`config.mk`:
```
export PLATFORM = sky130hd
export DESIGN_NAME = gray_updown_counter
export DESIGN_NICKNAME = d
export VERILOG_FILES = /design/src/rtl/gray_updown_counter.sv
export SDC_FILE = /design/constraint.sdc
export NUM_CORES = 1
export LEC_CHECK = 0
export ABC_AREA = 1
export BUFFER_PORTS_ARGS = -buffer_cell sky130_fd_sc_hd__buf_2
export CAP_MARGIN = 5
export CORE_AREA = 5 5 42 44
export CTS_CLUSTER_DIAMETER = 50
export DETAILED_ROUTE_END_ITERATION = 16
export DIE_AREA = 0 0 47 49
export GPL_ROUTABILITY_DRIVEN = 1
export HOLD_SLACK_MARGIN = 0.1
export MAX_ROUTING_LAYER = met4
export PLACE_DENSITY = 0.66
export SYNTH_ARGS = -nofsm -noshare
export SYNTH_HDL_FRONTEND = slang
export SYNTH_SLANG_ARGS = --single-unit
export TNS_END_PERCENT = 5
```
`constraint.sdc`:
```
create_clock -name clk -period 2.2 [get_ports clk]
set_input_delay 0.44 -clock clk [delete_from_list [all_inputs] [get_ports clk]]
set_output_delay 0.44 -clock clk [all_outputs]
set_load 0.005 [all_outputs]
```
`src/rtl/gray_updown_counter.sv`:
```
// Parametrised up/down Gray-code counter with parallel load, registered binary mirror and wrap flag.
// Define GRAY_CNT_SATURATE_EN to hold at the end values (tc flags each refused step) instead of wrapping.
module gray_updown_counter #(
    parameter int WIDTH = 3
) (
    input  logic             clk,
    input  logic             rst,
    input  logic             en,
    input  logic             up,
    input  logic             load,
    input  logic [WIDTH-1:0] load_val,
    output logic [WIDTH-1:0] count,
    output logic [WIDTH-1:0] bin,
    output logic             tc
);

    localparam logic [WIDTH-1:0] ZERO = {WIDTH{1'b0}};
    localparam logic [WIDTH-1:0] ONE  = {{(WIDTH-1){1'b0}}, 1'b1};
    localparam logic [WIDTH-1:0] MAX  = {WIDTH{1'b1}};

    function automatic logic [WIDTH-1:0] bin2gray(input logic [WIDTH-1:0] b);
        return b ^ (b >> 1'b1);
    endfunction

    function automatic logic [WIDTH-1:0] gray2bin(input logic [WIDTH-1:0] g);
        logic [WIDTH-1:0] b;
        b = g;
        for (int i = WIDTH - 2; i >= 0; i--) begin
            b[i] = b[i + 1] ^ g[i];
        end
        return b;
    endfunction

    logic [WIDTH-1:0] bin_r;
    logic [WIDTH-1:0] count_r;
    logic             tc_r;
    logic [WIDTH-1:0] bin_next_s;
    logic             tc_next_s;
    logic             at_max_s;
    logic             at_min_s;

    assign at_max_s = (bin_r == MAX);
    assign at_min_s = (bin_r == ZERO);

    // Next binary value and boundary flag; load outranks counting and always clears tc.
    always_comb begin
        bin_next_s = bin_r;
        tc_next_s  = 1'b0;
        if (load) begin
            bin_next_s = gray2bin(load_val);
        end else if (en) begin
            if (up) begin
`ifdef GRAY_CNT_SATURATE_EN
                if (at_max_s) begin
                    tc_next_s = 1'b1;
                end else begin
                    bin_next_s = bin_r + ONE;
                end
`else
                bin_next_s = bin_r + ONE;
                tc_next_s  = at_max_s;
`endif
            end else begin
`ifdef GRAY_CNT_SATURATE_EN
                if (at_min_s) begin
                    tc_next_s = 1'b1;
                end else begin
                    bin_next_s = bin_r - ONE;
                end
`else
                bin_next_s = bin_r - ONE;
                tc_next_s  = at_min_s;
`endif
            end
        end else begin
            bin_next_s = bin_r;
        end
    end

    // State registers; count takes the Gray form of the next value so it never decodes combinationally.
    always_ff @(posedge clk or negedge rst) begin
        if (!rst) begin
            bin_r   <= ZERO;
            count_r <= ZERO;
            tc_r    <= 1'b0;
        end else begin
            bin_r   <= bin_next_s;
            count_r <= bin2gray(bin_next_s);
            tc_r    <= tc_next_s;
        end
    end

    assign count = count_r;
    assign bin   = bin_r;
    assign tc    = tc_r;

endmodule

```
; Word level (Yosys, flattened, before mapping)
; Index checks and enable logic that the tools add are counted.
; W data, S select, Z words.
[classes]
n_reduce_logical = 1
n_eq_ne = 1
mux = 6
add_sub_neg = 2
bitwise_logic = 3
[ops]
columns = cell, count
row1 = $mux W3, 3
row2 = $add A3 B1 Y3 const B, 1
row3 = $eq A3 B3 Y1 const B, 1
row4 = $logic_not A3 Y1, 1
row5 = $mux W1, 3
row6 = $sub A3 B1 Y3 const B, 1
row7 = $xor A3 B2 Y3, 1
row8 = $xor A1 B1 Y1, 2
[word_totals]
out_inout_bits = 7
in_bits = 8
reg_bits = 7

; Longest topological paths before layout
; Gate-level depths: netlist (run 1).
[logic_depth]
ltp_word = 5
mapped_depth = 9
ltp_nobuf = 9

; Worst setup path after synthesis (run 1)
; OpenSTA, ideal clock, no wires.
[synth_timing]
path_kind = reg-to-reg
startpoint = register bin_r[0], in the netlist bin[0]
endpoint = register count_r[1], in the netlist count[1]
setup_time_ns = 0.117
path_buffers = 0
period_less_slack_ns = 1.498
required_time_ns = 2.083
path_slack_ns = 0.702
path_stages_with_launch = 9
arrival_time_ns = 1.381
cell_sequence = dfrtp_1 inv_1 fa_1 nand2_4 o21ai_2 o21ai_4 inv_2 nand3_2 nand2_1
[synth_between]
elab_chain_len = 5
elab_cells_between_ends = 6
cone_classes = add/sub (2) / mux (3) / bitwise (1)
[synth_lines]
columns = item, line
row1 = from (decl), 34  ; logic [WIDTH-1:0] bin_r;
row2 = from (signal assigned), 87  ; bin_r <= bin_next_s;
row3 = $sub A3 B1 Y3 or $add A3 B1 Y3 (tied branches), "71, 60"
row4 = $mux W3 (*), 52  ; if (up) begin
row5 = $mux W3 (*), 51  ; end else if (en) begin
row6 = $mux W3 (*), 49  ; if (load) begin
row7 = named net bin_next_s[1], 37  ; logic [WIDTH-1:0] bin_next_s;
row8 = $xor A3 B2 Y3 (*), 22  ; return b ^ (b >> 1'b1);
row9 = to (signal assigned), 88  ; count_r <= bin2gray(bin_next_s);
row10 = to (decl), 35  ; logic [WIDTH-1:0] count_r;
; The timed path passes the listed nets; every way through them passes the cells marked *.

; Worst setup path after layout (run 1)
[layout_timing]
startpoint = register bin_r[0], in the netlist bin[0]
endpoint = register count_r[0], in the netlist count[0]
; The elaborated chain is that of the path after synthesis.

==> metrics.yaml, run 1 <==
floorplan:
  row_count: 14
  core_sq_mm: 0.00140
  die_area_sq_mm: 0.00230
  die_w_um: 47
  die_height_um: 49
  ios: 15
  start_util: 0.302
sta:
  relSlewSlack: 0.874
  layout_min_cycle_time_ns: 1.59
  finalHoldViolations: 0
  period_share: 0.723
  rsz0062_at_grt: "no"
  setup_viol: 0
  clock.fmax_mhz: 628
  fin_tns_setup_ns: 0
  drv_slew: 0
  max_slew.worst_pin.slew_ns: 0.188
  skew_ns: 0.00138
synthesis:
  ys_ff_latch: 6
  synth_top_flop_cell: "dfrtp_1"
  synth_cell_type_count: 18
  synth.avg_cell_area_sq_um: 7.83
  synth-edff-count: 0
  ys_async_sr_fraction: 1.00
  yosys.area.top_type: "dfrtp_1"
  yosysMostFrequentCell: "nand2_1"
  ys_top_cells_by_count: "14 x nand2_1, 8 x inv_1, 8 x nand3_1, 6 x dfrtp_1, 3 x nand2_2"
  synth.net_count: 63
  synthTopCellsByArea: "dfrtp_1 36%, nand2_1 12%, nand3_1 9.5%"
  synthCells: 54
  yosysWarnings: 0
  yosys.area.top_type_share: 0.355
  syn-cell-area_sq_um: 423
  yosysSeqAreaShare: 0.355
setup_path:
  ff2ff_path_depth: 8
  setup.worst_path.class: "flip-flop to flip-flop"
  cp_top_family: "adder cells"
  crit_chain: "inv_1, fa_1, nand2_4, o21ai_2, o21ai_4, inv_2, nand2_1, nand2_1"
  crit_path_frequent_cell: "nand2_1"
  cp.arrival_ns: 1.71
  cp_max_fo: 5
  r2r-start: "bin[0]"
  path_buf_inv: 2
  required_ns: 2.32
  timing.rr.end: "count[0]"
  critical_path.startpoint_type: "flip-flop"
  cp_slowest_cell: "fa_1"
  slowest_delay_ns: 0.51
  worstSetupEndpointType: "flip-flop"
  regToRegSetupSlack_ns: 0.61
global_routing:
  antenna_found_initial: 0
  grt_overflow: 0
  grt_pass1_vias: 351
  grt_pass1_wl_mm: 1.27
  grt_start_max_net_pins: 8
  track_usage: 0.0756
route:
  wl_met2_um: 393
  wl_met1_um: 313
  vias: 393
  ant_nets: 0
  top_layer: "met3"
  drt-initial-drc-count: 5
  drtPass1Iterations: 2
  totalWireLength_um: 762
  routed_via_density: 4.57
  drc: 0
  wl_met3_um: 54
  wl_per_cell_um: 8.86
cells_and_area:
  antenna_cells: 0
  drive_above_1_share: 0.371
  final_cells: 86
  final_nets: 81
  syn_to_final_growth_pct: 24.6
place:
  gp_congestion: 0.697
  numPortBuffers: 14
  hpwlAfterDp_um: 671
  dp_cells: 82
cts:
  clock_tree.buffer_depth: 2
  clkLatencyLatePin_ns: 0.23
  post_cts_resized: 0
  cts-root-buf: "clkbuf_4"
  clk_pin_slew_ns: 0.04
  cts_sinks: 6
  htree_num_levels: 1
  cts_buffers: 3
  cts_tree: "done"
worst_hold_path:
  worstHoldStart: "load_val[2]"
  min_path_type: "input pin to flip-flop"
  hold_path_end: "bin[2]"
  whs_path_depth: 3
flow_run:
  maxCapViolCount: 0
power:
  irDropWorstVdd_mv: 0.182
  p_leak_nw: 0.302
  power.density_mw_per_mm2: 670
  power.total_mw: 0.353
run_status:
  status: "finished, final reports clean"
report_power, final:
| part | total [mW] | leakage, nW | switching, mW | internal (mW) |
|---|---|---|---|---|
| clock | 0.0923 | 0.0138 | 0.0312 | 0.0611 |
| sequential | 0.140 | 0.0734 | 0.0129 | 0.127 |
| combinational | 0.120 | 0.214 | 0.0668 | 0.0533 |
worst max path at each step:
stage	start	slack [ns]	depth (start not counted)	end
finish	bin[0]	0.61	8	count[0]
CTS	bin[0]	0.59	8	count[0]
detailed placement	up	0.53	8	count[0]
global placement	up	0.53	8	count[0]
floorplan	bin[0]	0.70	8	count[1]
global route	bin[0]	0.51	8	count[0]
layout by cell type, fill, tap and decap left out:
cell type      Yosys  routed
a22oi_1            1       1
nand2_2            3       3
inv_2              2       2
buf_2              0      14
nand2_1           14      14
nand3_1            8       8
o22ai_1            1       1
dfrtp_1            6       6
clkbuf_4           0       3
nand3_2            1       1
fa_1               1       1
nor2_1             1       1
nand2_4            1       1
dlygate4sd3_1      0       1
o21ai_2            1       1
xor2_1             1       1
nand4_1            2       2
o21ai_4            1       1
inv_1              8       8
routing by layer:
layer | global-route usage | vias to the layer above
met4 | 0.0553 | 0
met2 | 0.113 | 9
li1 | - | 203
met3 | 0.00369 | 0
met1 | 0.0921 | 181
met5 | - | -
cell type report:
cell class	instances	area, sq um
well taps	16	20.0
clock buffers	3	22.5
flip-flops and latches	6	150
fillers	156	875
inverters	10	37.5
repair buffers	15	80.1
multi-input cells	36	216
flip-flops by register name, indices dropped and copies added (netlist names):
signal	cells
tc	1
count	2
bin	3
stage by stage:
stage / util / instance area, sq um / setup slack, ns / hold WS (ns)
after floorplan: - / 423 / 0.702 / 0.144
after global placement: 0.353 / 494 / 0.533 / 0.262
after detailed placement: 0.353 / 494 / 0.529 / 0.264
after CTS: 0.376 / 527 / 0.593 / 0.465
after global routing: 0.376 / 527 / 0.511 / 0.483
final: 0.376 / 527 / 0.608 / 0.473
tightest hold or removal path, cell delays in order:
cell	delay, ns
buf_2	0.10
nand2_1	0.07
nand2_1	0.06
cell families after synthesis:
| family | Yosys count | synth area share |
|---|---|---|
| simple gates | 30 | 0.352 |
| buf+inv | 12 | 0.133 |
| flops | 6 | 0.355 |
| compound gates | 4 | 0.0917 |
| xor+xnor | 1 | 0.0207 |
| fa+ha+maj | 1 | 0.0473 |
what timing repair did:
| item | in CTS | in global routing |
|---|---|---|
| buffers inserted | 0 | 0 |
| endpoints found under the hold margin | 6 | 0 |
| hold buffers | 1 | 0 |
Power figures use the tool's default switching activity.
==> run 2, diff against run 1 <==
ABC_AREA = 0   (was 1)
PLACE_DENSITY = 0.61   (was 0.66)
clock period = 1.6 ns   (was 2.2 ns; I/O delays follow)
==> run 2 against run 1 <==
Net effect: count of clock-buffer cells in the layout is the same; fmax grew 5.3%; clock skew shrank 0.00088 ns; global-route usage grew 0.15 points; setup slack lost 0.52 ns; wire length shrank 1.7%; flip-flop and latch count is the same; clock power grew 43%; sequential power grew 42%; via count shrank 22%; critical endpoint is now count[1]; largest cell class unchanged; highest routed layer unchanged.
==> metrics.yaml, run 2 <==
run_status:
  status: "finished, final reports clean"  # unchanged
sta:
  skew_ns: 0.000504  # was 0.00138 ns
  drv_slew: 0  # unchanged
  setup_viol: 0  # unchanged
  fin_ws_ns: 0.0880  # was 0.608 ns
  finalHoldViolations: 0  # unchanged
  period_share: 0.945  # was 0.723
  layout_min_cycle_time_ns: 1.51  # was 1.59 ns
  clock.fmax_mhz: 661  # was 628 MHz
  max_slew.worst_pin.slew_ns: 0.246  # was 0.188 ns
  relSlewSlack: 0.836  # was 0.874
  rsz0062_at_grt: "no"  # unchanged
route:
  totalWireLength_um: 749  # was 762 um
  drtPass1Iterations: 2  # unchanged
  drc: 0  # unchanged
  wl_per_cell_um: 10.5  # was 8.86 um
  drt-initial-drc-count: 5  # unchanged
  ant_nets: 0  # unchanged
  routed_via_density: 4.30  # was 4.57
  vias: 305  # was 393
global_routing:
  grt_pass1_wl_mm: 1.22  # was 1.27 mm
  antenna_found_initial: 0  # unchanged
  gr-usage-met3: 0.0111  # was 0.00369
  use_met2: 0.0950  # was 0.113
  busiest_layer: "met1"  # was met2
  grt_overflow: 0  # unchanged
  grt_start_max_net_pins: 11  # was 8
  grt_pass1_vias: 310  # was 351
  track_usage: 0.0771  # was 0.0756
  grt_util_met1: 0.103  # was 0.0921
cells_and_area:
  final_cell_area_sq_um: 492  # was 527 sq um
  multi_input_area_sq_um: 185  # was 216 sq um
  syn_to_final_growth_pct: 35.5  # was 24.6%
  final_nets: 66  # was 81
  antenna_cells: 0  # unchanged
  final_common_cell: "buf_2"
  final_cell_mix: "14 x buf_2, 6 x dfrtp_1, 4 x a21oi_1"  # was 14 x nand2_1, 14 x buf_2, 8 x inv_1, 8 x nand3_1, 6 x dfrtp_1
  regArea_sq_um: 150  # unchanged
  final_cells: 71  # was 86
  largest_register_ffs: 3  # unchanged
  num-fill-cells: 159  # was 156
  drive_above_1_share: 0.436  # was 0.371
synthesis:
  yosys.area.top_type_share: 0.414  # was 0.355
  synth.net_count: 45  # was 63
  yosysWarnings: 0  # unchanged
  synth_top_flop_cell: "dfrtp_1"  # unchanged
  synthCells: 36  # was 54
  yosys.area.top_type: "dfrtp_1"  # unchanged
  synth-edff-count: 0  # unchanged
  syn-cell-area_sq_um: 363  # was 423 sq um
  synthTopCellsByArea: "dfrtp_1 41%, xnor2_1 7.2%, xor2_1 7.2%"  # was dfrtp_1 36%, nand2_1 12%, nand3_1 9.5%
  ys_top_cells_by_count: "6 x dfrtp_1, 4 x a21oi_1, 3 x inv_1, 3 x xnor2_1, 3 x xor2_1"  # was 14 x nand2_1, 8 x inv_1, 8 x nand3_1, 6 x dfrtp_1, 3 x nand2_2
  ys_ff_latch: 6  # unchanged
  yosysSeqAreaShare: 0.414  # was 0.355
  yosysMostFrequentCell: "dfrtp_1"  # was nand2_1
  synth.avg_cell_area_sq_um: 10.1  # was 7.83 sq um
  synth_cell_type_count: 20  # was 18
  ys_async_sr_fraction: 1.00  # unchanged
cts:
  htree_num_levels: 1  # unchanged
  clkLatencyLatePin_ns: 0.24  # was 0.23 ns
  cts-root-buf: "clkbuf_4"  # unchanged
  clk_pin_slew_ns: 0.04  # about the same
  cts_buffers: 3  # unchanged
  cts_sinks: 6  # unchanged
  cts_tree: "done"  # unchanged
  clock_tree.buffer_depth: 2  # unchanged
  post_cts_resized: 0  # unchanged
floorplan:
  row_count: 14  # unchanged
  die_height_um: 49  # unchanged
  start_util: 0.259  # was 0.302
  ios: 15  # unchanged
  core_sq_mm: 0.00140  # unchanged
  die_w_um: 47  # unchanged
  die_area_sq_mm: 0.00230  # unchanged
place:
  hpwlAfterDp_um: 622  # was 671 um
  numPortBuffers: 14  # unchanged
  dpl-instance-area_sq_um: 459  # was 494 sq um
  dp_cells: 67  # was 82
  place_ws_ns: -0.0296  # was 0.529 ns
  gp_congestion: 0.802  # was 0.697
setup_path:
  cp.arrival_ns: 1.63  # was 1.71 ns
  required_ns: 1.71  # was 2.32 ns
  cp_slowest_cell: "fa_2"  # was fa_1
  worstSetupEndpointType: "flip-flop"  # unchanged
  slowest_delay_ns: 0.55  # was 0.51 ns
  crit_chain: "inv_2, fa_2, inv_1, a21oi_1, o21ai_1, xor2_1"  # was inv_1, fa_1, nand2_4, o21ai_2, o21ai_4, inv_2, nand2_1, nand2_1
  setup.worst_path.class: "flip-flop to flip-flop"  # unchanged
  critical_path.startpoint_type: "flip-flop"  # unchanged
  cp_max_fo: 2  # was 5
power:
  p_leak_nw: 0.243  # was 0.302 nW
  irDropWorstVdd_mv: 0.251  # was 0.182 mV
  power.density_mw_per_mm2: 1060  # was 670 mW/mm^2
flow_run:
  maxCapViolCount: 0  # unchanged
worst_hold_path:
  min_path_type: "input pin to flip-flop"  # unchanged
==> run 2: cell types whose count changed in the layout (fill, tap and decap cells not counted), sizes merged, moves of 2 or more <==
cell   previous run  this run
buf              14        17
xor2              1         3
a21oi             0         4
xnor2             0         3
nand3             9         1
nand2            18         2
inv              10         3
==> run 2: cell type report <==
cell class | instances | share of cell area
multi-input cells | 25 | 0.377
flip-flops and latches | 6 | 0.305
repair buffers | 18 | 0.209
clock buffers | 3 | 0.0458
well taps | 16 | 0.0407
inverters | 3 | 0.0229
==> run 2: final timing paths <==
kind                              from       end  slack (ns)  depth (start not counted)
max                             bin[0]  count[1]        0.09                          6
min                        load_val[0]  count[0]        0.33                          3
min in group asynchronous          rst    bin[1]        0.44                          2
max reg2reg                     bin[0]  count[1]        0.09                          6
max in group asynchronous          rst    bin[2]        1.02                          2
min reg2reg                     bin[0]  count[0]        0.65                          3
==> run 2: critical path, delay by kind of cell (launching register included) <==
kind | cells | cell delay (ns)
adder cells (fa/ha/maj) | 1 | 0.55
flip-flops | 1 | 0.35
AO/OA/AOI/OAI | 2 | 0.22
XOR/XNOR | 1 | 0.17
buffers and inverters | 2 | 0.10
==> run 2: routing by layer <==
| metal | wire length, um | vias up |
|---|---|---|
| met3 | 60 | 0 |
| met2 | 307 | 13 |
| met4 | 0 | 0 |
| met5 | 0 | - |
| met1 | 381 | 134 |
| li1 | - | 158 |
==> run 2: power by group <==
part | switching (mW) | total (mW) | internal [mW]
combinational | 0.0917 | 0.188 | 0.0967
sequential | 0.0167 | 0.199 | 0.182
clock | 0.0474 | 0.132 | 0.0844
==> run 2: logic make-up after synthesis <==
| group | after synthesis | synth area share |
|---|---|---|
| and+or+nand+nor | 11 | 0.200 |
| buffers and inverters | 5 | 0.0828 |
| adders and majority gates | 1 | 0.0552 |
| AOI/OAI and AO/OA | 7 | 0.103 |
| xor gates and xnor gates | 6 | 0.145 |
| DFF | 6 | 0.414 |
==> run 2: metrics by stage <==
step	hold WS, ns	setup TNS (ns)	total power, mW	utilization
2_1_floorplan	0.0244	0	0.313	-
3_3_place_gp	0.146	-0.00579	0.386	0.328
3_5_place_dp	0.146	-0.0296	0.389	0.328
4_1_cts	0.320	0	0.528	0.351
5_1_grt	0.351	0	0.564	0.351
6_report	0.330	0	0.519	0.351
==> run 2: timing repair <==
item | in CTS | in global routing
endpoints found under the setup margin | 0 | 1
hold buffers | 1 | 0
buffers inserted | 0 | 0
endpoints found under the hold margin | 6 | 0
==> run 3, diff against run 2 <==
CELL_PAD_IN_SITES_DETAIL_PLACEMENT = 1   (was unset)
CELL_PAD_IN_SITES_GLOBAL_PLACEMENT = 1   (was unset)
PLACE_DENSITY = 0.75   (was 0.61)
==> run 3 against run 2 <==
Net effect: core utilization increased by 0.27 points; cell count unchanged; first-iteration DRC count down 60%; sequential power about the same; die area unchanged; flip-flop and latch count did not move; clock power hardly changed; critical path depth stayed put; setup slack lost 0.058 ns; combinational power hardly changed.
==> metrics.yaml, run 3 (synthesis results as in run 2) <==
route:
  totalWireLength_um: 767  # was 749 um
  drc: 0  # unchanged
  ant_nets: 0  # unchanged
  vias: 313  # was 305
  drtPass1Iterations: 2  # unchanged
  drt-initial-drc-count: 2  # was 5
  wl_per_cell_um: 10.8  # was 10.5 um
  routed_via_density: 4.41  # was 4.30
setup_path:
  ff2ff_path_depth: 6  # unchanged
  cp_max_fo: 2  # unchanged
  required_ns: 1.75  # was 1.71 ns
  worstSetupEndpointType: "flip-flop"  # unchanged
  critical_path.startpoint_type: "flip-flop"  # unchanged
  setup.worst_path.class: "flip-flop to flip-flop"  # unchanged
  r2r-start: "bin[0]"  # unchanged
  regToRegSetupSlack_ns: 0.03  # was 0.09 ns
  timing.rr.end: "count[1]"  # unchanged
  cp.arrival_ns: 1.72  # was 1.63 ns
floorplan:
  start_util: 0.259  # unchanged
  row_count: 14  # unchanged
  ios: 15  # unchanged
  die_w_um: 47  # unchanged
  die_area_sq_mm: 0.00230  # unchanged
  core_sq_mm: 0.00140  # unchanged
  die_height_um: 49  # unchanged
place:
  numPortBuffers: 14  # unchanged
  gp_congestion: 0.816  # was 0.802
  dpl-instance-area_sq_um: 459  # unchanged
  hpwlAfterDp_um: 684  # was 622 um
cts:
  clk_pin_slew_ns: 0.04  # about the same
  cts_tree: "done"  # unchanged
  cts-root-buf: "clkbuf_4"  # unchanged
  cts_buffers: 3  # unchanged
  cts_sinks: 6  # unchanged
  htree_num_levels: 1  # unchanged
  clock_tree.buffer_depth: 2  # unchanged
  clkLatencyLatePin_ns: 0.24  # about the same
  cts_setup_buffers: 0  # unchanged
cells_and_area:
  final_common_cell: "buf_2"  # unchanged
  utilization: 0.354  # was 0.351
  final_nets: 66  # unchanged
  largest_register_ffs: 3  # unchanged
  antenna_cells: 0  # unchanged
  final_cell_area_sq_um: 495  # was 492 sq um
  drive_above_1_share: 0.455  # was 0.436
  num-fill-cells: 181  # was 159
  syn_to_final_growth_pct: 36.6  # was 35.5%
  final_cell_mix: "14 x buf_2, 6 x dfrtp_1, 4 x a21oi_1"  # unchanged
run_status:
  status: "finished, final reports clean"  # unchanged
sta:
  holdWs_ns: 0.334  # was 0.330 ns
  relSlewSlack: 0.842  # was 0.836
  clock.fmax_mhz: 637  # was 661 MHz
  finalHoldViolations: 0  # unchanged
  drv_slew: 0  # unchanged
  skew_ns: 0.00411  # was 0.000504 ns
  max_slew.worst_pin.slew_ns: 0.237  # was 0.246 ns
  layout_min_cycle_time_ns: 1.57  # was 1.51 ns
  period_share: 0.981  # was 0.945
  rsz0062_at_grt: "yes"  # was no
  fin_tns_setup_ns: 0  # unchanged
  setup_viol: 0  # unchanged
global_routing:
  antenna_found_initial: 0  # unchanged
  grt_pass1_vias: 337  # was 310
  grt_start_max_net_pins: 11  # unchanged
  grt_pass1_wl_mm: 1.34  # was 1.22 mm
  grt_overflow: 0  # unchanged
  track_usage: 0.0821  # was 0.0771
power:
  seqPwrFrac: 0.387  # was 0.383
  combPwrFrac: 0.361  # was 0.363
  clkPwrFrac: 0.252  # was 0.254
  power.density_mw_per_mm2: 1050  # was 1060 mW/mm^2
  irDropWorstVdd_mv: 0.276  # was 0.251 mV
  power.total_mw: 0.522  # was 0.519 mW
  p_int_mw: 0.363  # about the same
  swShare: 0.304  # was 0.300
  switchingPower_mw: 0.159  # was 0.156 mW
  p_leak_nw: 0.244  # was 0.243 nW
worst_hold_path:
  worstHoldStart: "load_val[0]"  # unchanged
  whs_path_depth: 3  # unchanged
  hold_path_end: "count[0]"  # unchanged
  min_path_type: "input pin to flip-flop"  # unchanged
flow_run:
  maxCapViolCount: 0  # unchanged
==> run 3: cell counts in the layout (fill, tap and decap cells not counted) <==
No cell type changed its count.
==> run 3: how the worst max path moves through the flow <==
stage,start,endpoint,slack [ns],cells after the start
after floorplan,bin[0],count[1],0.01,6
after global placement,up,count[1],-0.02,6
after detailed placement,up,count[1],-0.05,6
after CTS,bin[0],count[1],0.02,6
after global routing,bin[0],count[1],-0.04,6
final,bin[0],count[1],0.03,6
==> run 3: worst max-delay path: stages, from the launching register on <==
cell and delay, ns:
dfrtp_1 0.37, inv_2 0.07, fa_2 0.35, xnor2_1 0.15, or3_1 0.32, nand3_2 0.08
xor2_1 0.15
==> run 3: timing repair <==
| item | in CTS | in global routing |
|---|---|---|
| pin swaps | 1 | 0 |
| hold buffers | 1 | 0 |
| setup endpoints to repair | 1 | 1 |
| hold endpoints to repair | 6 | 0 |
| resized for setup | 0 | 1 |
==> run 3: area by class of cell <==
type	count	area, sq um	share of cell area
inverters	3	11.3	0.0227
well taps	16	20.0	0.0404
clock buffers	3	22.5	0.0455
flip-flops and latches	6	150	0.303
repair buffers	18	103	0.207
multi-input cells	25	189	0.381
==> run 3: metal layers <==
| layer | track usage | part of all wire |
|---|---|---|
| met2 | 0.118 | 0.50 |
| met3 | 0 | 0.078 |
| met5 | - | 0 |
| met4 | 0.0691 | 0 |
| met1 | 0.103 | 0.42 |
==> run 3: metrics by stage <==
step / worst slack (ns) / cells
floorplan: 0.0121 / 36
global placement: -0.0168 / 67
detailed placement: -0.0450 / 67
CTS: 0.0213 / 71
global route: -0.0372 / 71
finish: 0.0304 / 71
==> run 3: power by group through the flow <==
| stage | sequential, mW | clock [mW] | combinational (mW) |
|---|---|---|---|
| after floorplan | 0.209 | 0 | 0.103 |
| after CTS | 0.202 | 0.139 | 0.192 |
| final | 0.202 | 0.131 | 0.189 |
| after detailed placement | 0.204 | 0 | 0.189 |
| after global placement | 0.203 | 0 | 0.184 |
| after global routing | 0.206 | 0.140 | 0.217 |
